## src/rtl/fetch_sequencer.sv

```systemverilog
// Program-counter sequencer for the instruction ROM: start/halt control, sequential
// fetch, branch/call/return redirects with a small return-address stack.
module fetch_sequencer #(
  parameter int                  PC_W        = 8,
  parameter int                  INSTR_W     = 9,
  parameter logic [INSTR_W-1:0]  HALT_CODE   = 9'h1FF,
  parameter int                  STACK_DEPTH = 4
) (
  input  logic               clk,
  input  logic               rst_n,
  input  logic               start_i,
  input  logic               stall_i,
  input  logic [INSTR_W-1:0] instr_i,
  input  logic               br_taken_i,
  input  logic               call_i,
  input  logic               ret_i,
  input  logic [PC_W-1:0]    br_target_i,
  output logic [PC_W-1:0]    pc_o,
  output logic               fetch_valid_o,
  output logic               done_o,
  output logic               stack_err_o
);
  localparam int IDX_W = (STACK_DEPTH > 1) ? $clog2(STACK_DEPTH) : 1;
  localparam int SP_W  = IDX_W + 1;

  typedef enum logic [1:0] {IDLE, RUN, DONE} state_e;

  state_e            state_q, state_d;
  logic [PC_W-1:0]   pc_q, pc_d;
  logic [SP_W-1:0]   sp_q, sp_d;
  logic              err_q, err_d;
  logic              push;
  logic [PC_W-1:0]   stack_q [STACK_DEPTH];

  logic [PC_W-1:0]   pc_inc;
  logic [IDX_W-1:0]  top_idx;
  logic              stk_empty, stk_full;

  assign pc_inc    = pc_q + PC_W'(1);
  // sp counts entries, so the top entry sits one below it (wraps cleanly at sp==DEPTH)
  assign top_idx   = sp_q[IDX_W-1:0] - IDX_W'(1);
  assign stk_empty = (sp_q == '0);
  assign stk_full  = (sp_q == SP_W'(STACK_DEPTH));

  always_comb begin
    state_d = state_q;
    pc_d    = pc_q;
    sp_d    = sp_q;
    err_d   = err_q;
    push    = 1'b0;
    case (state_q)
      IDLE, DONE: begin
        if (start_i) begin
          state_d = RUN;
          pc_d    = '0;
          sp_d    = '0;
          err_d   = 1'b0;
        end
      end
      RUN: begin
        if (!stall_i) begin
          if (instr_i == HALT_CODE) begin
            state_d = DONE;
          end else if (ret_i) begin
            if (!stk_empty) begin
              pc_d = stack_q[top_idx];
              sp_d = sp_q - SP_W'(1);
            end else begin
              err_d = 1'b1;
              pc_d  = pc_inc;
            end
          end else if (call_i) begin
            pc_d = br_target_i;
            if (stk_full) begin
              err_d = 1'b1;
            end else begin
              push = 1'b1;
              sp_d = sp_q + SP_W'(1);
            end
          end else if (br_taken_i) begin
            pc_d = br_target_i;
          end else begin
            pc_d = pc_inc;
          end
        end
      end
      default: state_d = IDLE;
    endcase
  end

  always_ff @(posedge clk or negedge rst_n) begin
    if (!rst_n) begin
      state_q <= IDLE;
      pc_q    <= '0;
      sp_q    <= '0;
      err_q   <= 1'b0;
    end else begin
      state_q <= state_d;
      pc_q    <= pc_d;
      sp_q    <= sp_d;
      err_q   <= err_d;
    end
  end

  // Stack contents need no reset; the pointer alone defines validity.
  always_ff @(posedge clk) begin
    if (push) stack_q[sp_q[IDX_W-1:0]] <= pc_inc;
  end

  assign pc_o          = pc_q;
  assign fetch_valid_o = (state_q == RUN) && !stall_i;
  assign done_o        = (state_q == DONE);
  assign stack_err_o   = err_q;
endmodule
```

## config.mk

```make
export PLATFORM = sky130hd
export DESIGN_NAME = fetch_sequencer
export DESIGN_NICKNAME = d
export VERILOG_FILES = /design/src/rtl/fetch_sequencer.sv
export SDC_FILE = /design/constraint.sdc
export NUM_CORES = 1
export LEC_CHECK = 0
export CAP_MARGIN = 10
export CORE_MARGIN = 10
export CORE_UTILIZATION = 40
export CTS_CLUSTER_SIZE = 30
export DETAILED_ROUTE_END_ITERATION = 10
export HOLD_SLACK_MARGIN = 0.02
export SYNTH_ARGS = -nofsm -noshare
export SYNTH_HDL_FRONTEND = slang
export SYNTH_SLANG_ARGS = --single-unit
```

## constraint.sdc

```tcl
create_clock -name clk -period 5.6 [get_ports clk]
set_clock_uncertainty 0.2 [all_clocks]
set_input_delay 1.68 -clock clk [delete_from_list [all_inputs] [get_ports clk]]
set_output_delay 1.68 -clock clk [all_outputs]
set_load 0.03 [all_outputs]
```

== Yosys cells after proc, flatten, opt, wreduce, memory -nomap -nowiden ==
Memory sizes are Yosys's and may differ from the RTL's.
Cells that the tools add are included.
Word-level totals
  flip-flop bits (word level): 14
  latch bits: 0
  bits in writable memories: 32
  memory bits (read-only): 0
  logic and storage cells: 68
  memories: 1
Cells by class
  add/subtract/negate cells: 4
  multiply operators: 0
  div/mod/pow operators: 0
  order comparisons: 0
  equal/unequal tests: 13
  shifts and indexed selects: 0
  mux-type cells: 36
  bitwise gates (word level): 0
  reductions and logical operators: 10
Memory list
  stack_q: depth 4, bits a word 8, read ports 1, clocked after memory_dff 0, write ports 1, RTL line 33  | logic [PC_W-1:0] stack_q [STACK_DEPTH];
Operator list (count)
  $mux 8: 7
  $mux 3: 7
  $pmux 8 s2: 1
  $mux 1: 15
  $ne 3x3->1 const B: 5
  $reduce_and 7->1: 2
  $eq 9x9->1 const B: 1
  $add 8x1->8 const B: 1
  $ne 2x2->1 const B: 4
  $mux 2: 3
  $pmux 3 s2: 1
  $pmux 2 s2: 1
  $reduce_and 4->1: 1
  $add 3x1->3 const B: 1
  $eq 3x3->1 const B: 1
  $logic_not 3->1: 1
  $reduce_and 3->1: 1
  $sub 3x1->3 const B: 1
  $eq 2x1->1 const B: 1
  $eq 2x2->1 const B: 1
  $logic_not 2->1: 1
  $pmux 1 s2: 1
  $reduce_bool 2->1: 1
  $reduce_or 2->1: 1
  3 further kinds: 3

== Longest topological paths before layout ==
Gate-level depths: netlist of run 1.
  depth after elaboration: 9
  gate-level depth with buffers: 8
  mapped depth without buffers: 7

== Least setup slack after synthesis of run 1 ==
No wires, ideal clock.
  path kind: input -> output
  start: input port stall_i
  end: output port fetch_valid_o
  data arrival time: 2186 ps
  required time: 3720 ps
  slack: 1534 ps
  stages on the path: 2
  cell sequence: or3b_4 clkinv_2
Between the ends
  word-level cells in the longest chain between the ends: 2
Ends and longest elaborated chain
  start, declared: RTL line 12  | input logic stall_i,
  $logic_not 1->1: RTL line 111  | assign fetch_valid_o = (state_q == RUN) && !stall_i;
  $logic_and 1x1->1: RTL line 111
  end, declared: RTL line 19  | output logic fetch_valid_o,
No other way between the ends.

== Final worst setup path of run 1 ==
Ends and elaborated chain as after synthesis.

==> results.md, run 1 <==
* Status: completed
* Root Buffer: clkbuf_8
* Storage cell area at 1311 um^2
* Static Leak at 0.9980 nW
* Vias per cell at 5.380
* Number of global-route vias before repair at 1606
* First-pass GRT wire length at 8604 um
* Most used DFF post-synth: edfxtp_1
* Max-Cap Viols at 0
* Chip height at ~96 um
* Min-delay src: stack_err_o
* Clock power share at 0.160
* Multi-input gate area at 914.6 um^2
* R2R Path Start: sp_q[0]
* Row Count at 27
* CP Launch Type: input pin
* Min-Delay Path Class: flop to flop
* RD Place Congestion at 0.8093
* FMAX at 0.1949 GHz
* Seq pwr share at 0.426
* # diodes at 0
* Setup violations, final at 0
* Seq/Total Area, Yosys at 0.5746
* CP required at 3.72 ns
* H-tree Lvls at 2
* Relative slew slack at 0.3964
* Longest Clk Path Bufs at 2
* Clk slew on worst S/H paths at 0.08 ns
* Worst slew pin tran at around 0.90 ns
* Area of the core at approximately 5500 um^2
* Setup TNS at 0 ns
* CTS Sinks at 46
* Synth unique cells at 44
* Synth async-reset ratio at 0.3043
* Commonest non-fill, non-tap cell in the layout: clkdlybuf4s50_1
* R2R Setup Slk at 2.69 ns
* Arr. time, crit path at 3.25 ns
* Reg-to-reg endpoint: stack_q[0][5]
* DIE AREA at 9127 um^2
* Worst-Skew Late Latency at 0.30 ns
* Int Pwr at 793.2 uW
* Initial core utilization at 0.4145
* Antenna violations before repair at 0
* RSZ-0062 raised after global routing: false
* TritonCTS Buffers at 5
* Combinational share of power at 0.414
* Mapped Nets at 199
* Mean post-synth cell area at 13.50 um^2
* # fillers at 466
* CTS tree: yes
* # IOs at 35
* Total track usage at 0.1241
* R2r worst-path depth at 5
* Power Density at 460.4 nW/um^2
* Vias at 1501
* Final hold viol count at 0
* Post-route minimum period at 5.132 ns
* Post-Syn Instances at 169
* Final worst-path cycle share at 0.9164
* Number of synthesized flops with an enable pin at 32
* Most frequent cells in the layout: clkdlybuf4s50_1, edfxtp_1, dfrtp_1, nand3_1, nand2_1
* Post-DP HPWL at approximately 3900 um
* Hold path endpoint: stack_err_o
* Critical path class: input pin to output port
* Remaining DRCs at 0
* First-pass iteration count of the detailed router at 4
* Max-slew violations at 0
* Warnings, synthesis at 0
* DRT antenna net count at 0
* Min Hold Slack at 0.3253 ns
* Worst setup EP type: output port
* Input/output buffers at 34
* Drt wl/cell at approximately 19 um
* CP max FO at 3
* Flops & latches, synth at 46
* Post-CTS setup buffer count at 0
* Net Sw Power at 490.9 uW
* Max VDD drop at 0.2551 mV
* Critical path startpoint: stall_i
* Chip width at 95.54 um
* Pin count of the biggest net entering global routing at 22
* Mapped Area at between 2000 and 2500 um^2
* Share of cells above drive strength 1 at 0.1256
* Hold-fix buffers, CTS at 0
* Grt total ovfl at 0
* Final #Nets at 236
* Post_cts resized at 0
* Post-Route WL at 5271 um
* Area Growth Syn to Fin at 22.20%
* Worst hold path depth at 1
* Initial DRC count at approximately 110
* Switching fraction of total power at 0.3823
==> cell families (layout without fill, tap and decap cells) <==
kind of cell	after synthesis	after routing	synth area share
flip-flops	46	46	0.5746
buffers and inverters	13	51	0.02467
adder cells (fa/ha/maj)	6	6	0.03618
AND/OR/NAND/NOR	55	55	0.1310
multiplexers	11	11	0.09265
XOR/XNOR	8	8	0.03070
AO/OA/AOI/OAI	30	30	0.1102
==> per-stage QoR <==
stage	total power, mW	util	std cells	area (um^2)	setup WS [ns]
after floorplan	0.9072	-	169	2282	1.534
after global placement	1.075	0.4901	271	2699	0.4823
after detailed placement	1.097	0.4901	271	2699	0.4635
after CTS	1.302	0.5065	279	2789	0.4584
after global routing	1.375	0.5065	279	2789	0.4336
final	1.284	0.5065	279	2789	0.4681
==> power by group through the flow <==
stage	Clock [mW]	Sequential, mW	Combinational (mW)
finish	0.205	0.547	0.531
global route	0.227	0.563	0.584
CTS	0.210	0.551	0.542
detailed placement	0	0.558	0.539
global placement	0	0.553	0.523
floorplan	0	0.578	0.329
==> worst max path at each step <==
stage / to / slack [ns]
floorplan: fetch_valid_o / 1.53
global placement: fetch_valid_o / 0.48
detailed placement: fetch_valid_o / 0.46
CTS: fetch_valid_o / 0.46
global route: fetch_valid_o / 0.43
finish: fetch_valid_o / 0.47
==> cell usage after synthesis (2+ instances only) <==
cell type	number	area, um^2
nor2b_1	4	25.02
xnor2_1	4	35.03
dfrtp_1	14	350.3
o31ai_1	2	15.01
nand2b_1	2	12.51
a21oi_1	4	20.02
mux2i_1	2	20.02
nand2_1	11	41.29
nand4_1	2	12.51
inv_1	6	22.52
a32o_1	4	40.04
nor2_1	9	33.78
and2_1	4	25.02
nor3_1	3	15.01
xor2_1	4	35.03
a22o_1	2	17.52
o21ai_0	3	15.01
clkbuf_1	3	11.26
nand3_1	13	65.06
mux4_2	8	180.2
o21ai_1	6	30.03
buf_2	2	10.01
edfxtp_1	32	960.9
ha_1	5	62.56
==> cell type report <==
class	instances	share of cell area
clock inverter	3	0.007627
timing repair buffer	36	0.1274
sequential	46	0.4702
tap	72	0.03230
inverter	7	0.009870
multi-input combinational	110	0.3280
clock buffer	5	0.02467
==> critical path, stage by stage <==
cell and delay [ns]:
clkdlybuf4s50_1 0.42, or3b_4 0.40, clkinv_2 0.08, clkdlybuf4s50_1 0.67
==> metal layers <==
metal,GRT usage,vias to the layer above,routed length [um]
li1,-,715,-
met1,0.1615,752,2329
met2,0.1986,29,2673
met3,0.03378,5,216
met4,0.03440,0,52
met5,0,-,0
==> flip-flops by register name (all words and copies together), names as in the netlist <==
name	cells
state_q	2
sp_q	3
stack_q	32
stack_err_o	1
pc_o	8
(Power assumes the default switching activity.)
==> inputs of run 2 (changes only) <==
==> constraint.sdc (replaced) <==
create_clock -name clk -period 5.6 [get_ports clk]
set_clock_uncertainty 0.2 [all_clocks]
set_input_delay 1.12 -clock clk [delete_from_list [all_inputs] [get_ports clk]]
set_output_delay 1.12 -clock clk [all_outputs]
set_load 0.03 [all_outputs]
==> run 2 against run 1 <==
  * Worst setup slack better by 1.1 ns
  * Design area is 0.67% higher
  * Critical path depth stayed put
  * Core utilization is 0.34 points higher
  * Wire length is 1.2% higher
  * Global-route usage is 0.16 points lower
  * Via count is 0.73% higher
  * Highest routed layer unchanged
==> results.md, run 2 (synthesis gave the netlist of run 1 again) <==
* Worst setup EP type: output port
* Total track usage at 0.1225 (-0.001631)
* Post-DP HPWL at 3898 um (+0.22%)
* Final hold viol count at 0 (unchanged)
* First-pass iteration count of the detailed router at 4 (unchanged)
* CP max FO at 3 (unchanged)
* Pin count of the biggest net entering global routing at 22 (unchanged)
* Chip width at 95.54 um (unchanged)
* Design Power at 1.335 mW (+4.0%)
* Worst path cell trace: clkdlybuf4s50_1 -> or3b_4 -> clkinv_2 -> clkdlybuf4s50_1
* Setup violations, final at 0 (unchanged)
* Number of global-route vias before repair at 1684 (+4.9%)
* Drt wl/cell at 19.18 um (+1.5%)
* Setup TNS at 0 ns (unchanged)
* Worst-Skew Late Latency at 0.29 ns (about the same)
* Most frequent cells in the layout: clkdlybuf4s50_1, edfxtp_1, dfrtp_1, nand3_1, nand2_1
* Max-slew violations at 0 (unchanged)
* Area of the core at 5507 um^2 (unchanged)
* # IOs at 35 (unchanged)
* FMAX at 0.2495 GHz (+28%)
* Final #Nets at 235 (-0.42%)
* Row Count at 27 (unchanged)
* Post-CTS setup buffer count at 0 (unchanged)
* Critical path class: input pin to output port
* Initial DRC count at 133 (+24%)
* # diodes at 0 (unchanged)
* Arr. time, crit path at 2.69 ns (-0.56 ns)
* Initial core utilization at 0.4145 (unchanged)
* Max VDD drop at 0.2056 mV (-19%)
* Chip height at 95.54 um (unchanged)
* Vias per cell at 5.439 (+1.1%)
* Area Growth Syn to Fin at 23.03%
* Input/output buffers at 34 (unchanged)
* Longest Clk Path Bufs at 2 (unchanged)
* Critical path's slowest cell: clkdlybuf4s50_1
* CTS tree: yes
* Min-Delay Path Class: flop to flop
* Static Leak at 1.007 nW (+0.95%)
* Relative slew slack at 0.3669 (-0.02954)
* CP max stage delay at 0.67 ns (about the same)
* CP required at 4.28 ns (+0.56 ns)
* Post_cts resized at 0 (unchanged)
* First-pass GRT wire length at 8542 um (-0.72%)
* DIE AREA at 9127 um^2 (unchanged)
* Share of cells above drive strength 1 at 0.1165 (-0.009099)
* DRT antenna net count at 0 (unchanged)
* Status: completed
* Max-Cap Viols at 0 (unchanged)
* Max FFs per register at 32 (unchanged)
* Post-Route WL at 5332 um (+1.2%)
* Clk slew on worst S/H paths at 0.08 ns (about the same)
* Remaining DRCs at 0 (unchanged)
* Top cell by count, worst path: clkdlybuf4s50_1
* H-tree Lvls at 2 (unchanged)
* Commonest non-fill, non-tap cell in the layout: clkdlybuf4s50_1
* Hold-fix buffers, CTS at 0 (unchanged)
* Power Density at 475.4 nW/um^2 (+3.3%)
* RD Place Congestion at 0.7691 (-5.0%)
* Root Buffer: clkbuf_8
* Post-route minimum period at 4.008 ns (-1.124 ns)
* Antenna violations before repair at 0 (unchanged)
* Vias at 1512 (+0.73%)
* RSZ-0062 raised after global routing: false
* Final worst-path cycle share at 0.7157 (-0.2007)
* Worst slew pin tran at 0.9467 ns (+0.04961 ns)
* TritonCTS Buffers at 5 (unchanged)
* CTS Sinks at 46 (unchanged)
* Grt total ovfl at 0 (unchanged)
* CP Launch Type: input pin
run 2: worst paths after layout:
path / startpoint / end / slack (ns) / cells past startpoint
max: stall_i / fetch_valid_o / 1.59 / 4
max in group asynchronous: rst_n / pc_o[0] / 3.72 / 1
min reg2reg: stack_err_o / stack_err_o / 0.32 / 1
max reg2reg: sp_q[0] / pc_o[5] / 2.71 / 6
min: stack_err_o / stack_err_o / 0.32 / 1
min in group asynchronous: rst_n / sp_q[2] / 1.03 / 1
run 2: per-layer routing:
layer	GRT usage	up-vias	share of wire
li1	-	714	-
met1	0.1548	758	0.44
met2	0.2015	36	0.51
met3	0.03299	4	0.048
met4	0.03440	0	0.0064
met5	0	-	0
run 2: per-stage QoR:
step | setup WS [ns] | std cells | hold slack, ns | util | area [um^2]
after floorplan | 2.328 | 169 | 0.3725 | - | 2282
after detailed placement | 1.584 | 270 | 0.2994 | 0.4888 | 2691
final | 1.592 | 278 | 0.3182 | 0.5099 | 2808
after CTS | 1.581 | 278 | 0.3234 | 0.5099 | 2808
after global placement | 1.603 | 270 | 0.3048 | 0.4888 | 2691
after global routing | 1.533 | 278 | 0.3664 | 0.5099 | 2808
run 2: worst max-delay path, delay by kind of cell:
kind | cells | cell delay [ns]
buffers and inverters | 3 | 1.17
AND/OR/NAND/NOR | 1 | 0.40
run 2: power breakdown:
group          internal, mW  total, mW  switching, mW
Sequential            0.460      0.547         0.0872
Combinational         0.245      0.534          0.289
Clock                 0.146      0.254          0.108
Total                 0.851       1.33          0.484
run 2: final cells by class:
class	instances	area [um^2]
Inverter	7	27.53
Timing Repair Buffer	35	347.8
Clock buffer	7	86.33
Multi-Input combinational cell	110	914.6
Sequential cell	46	1311
Tap cell	72	90.09
Clock inverter	1	30.03
Fill cell	478	2699
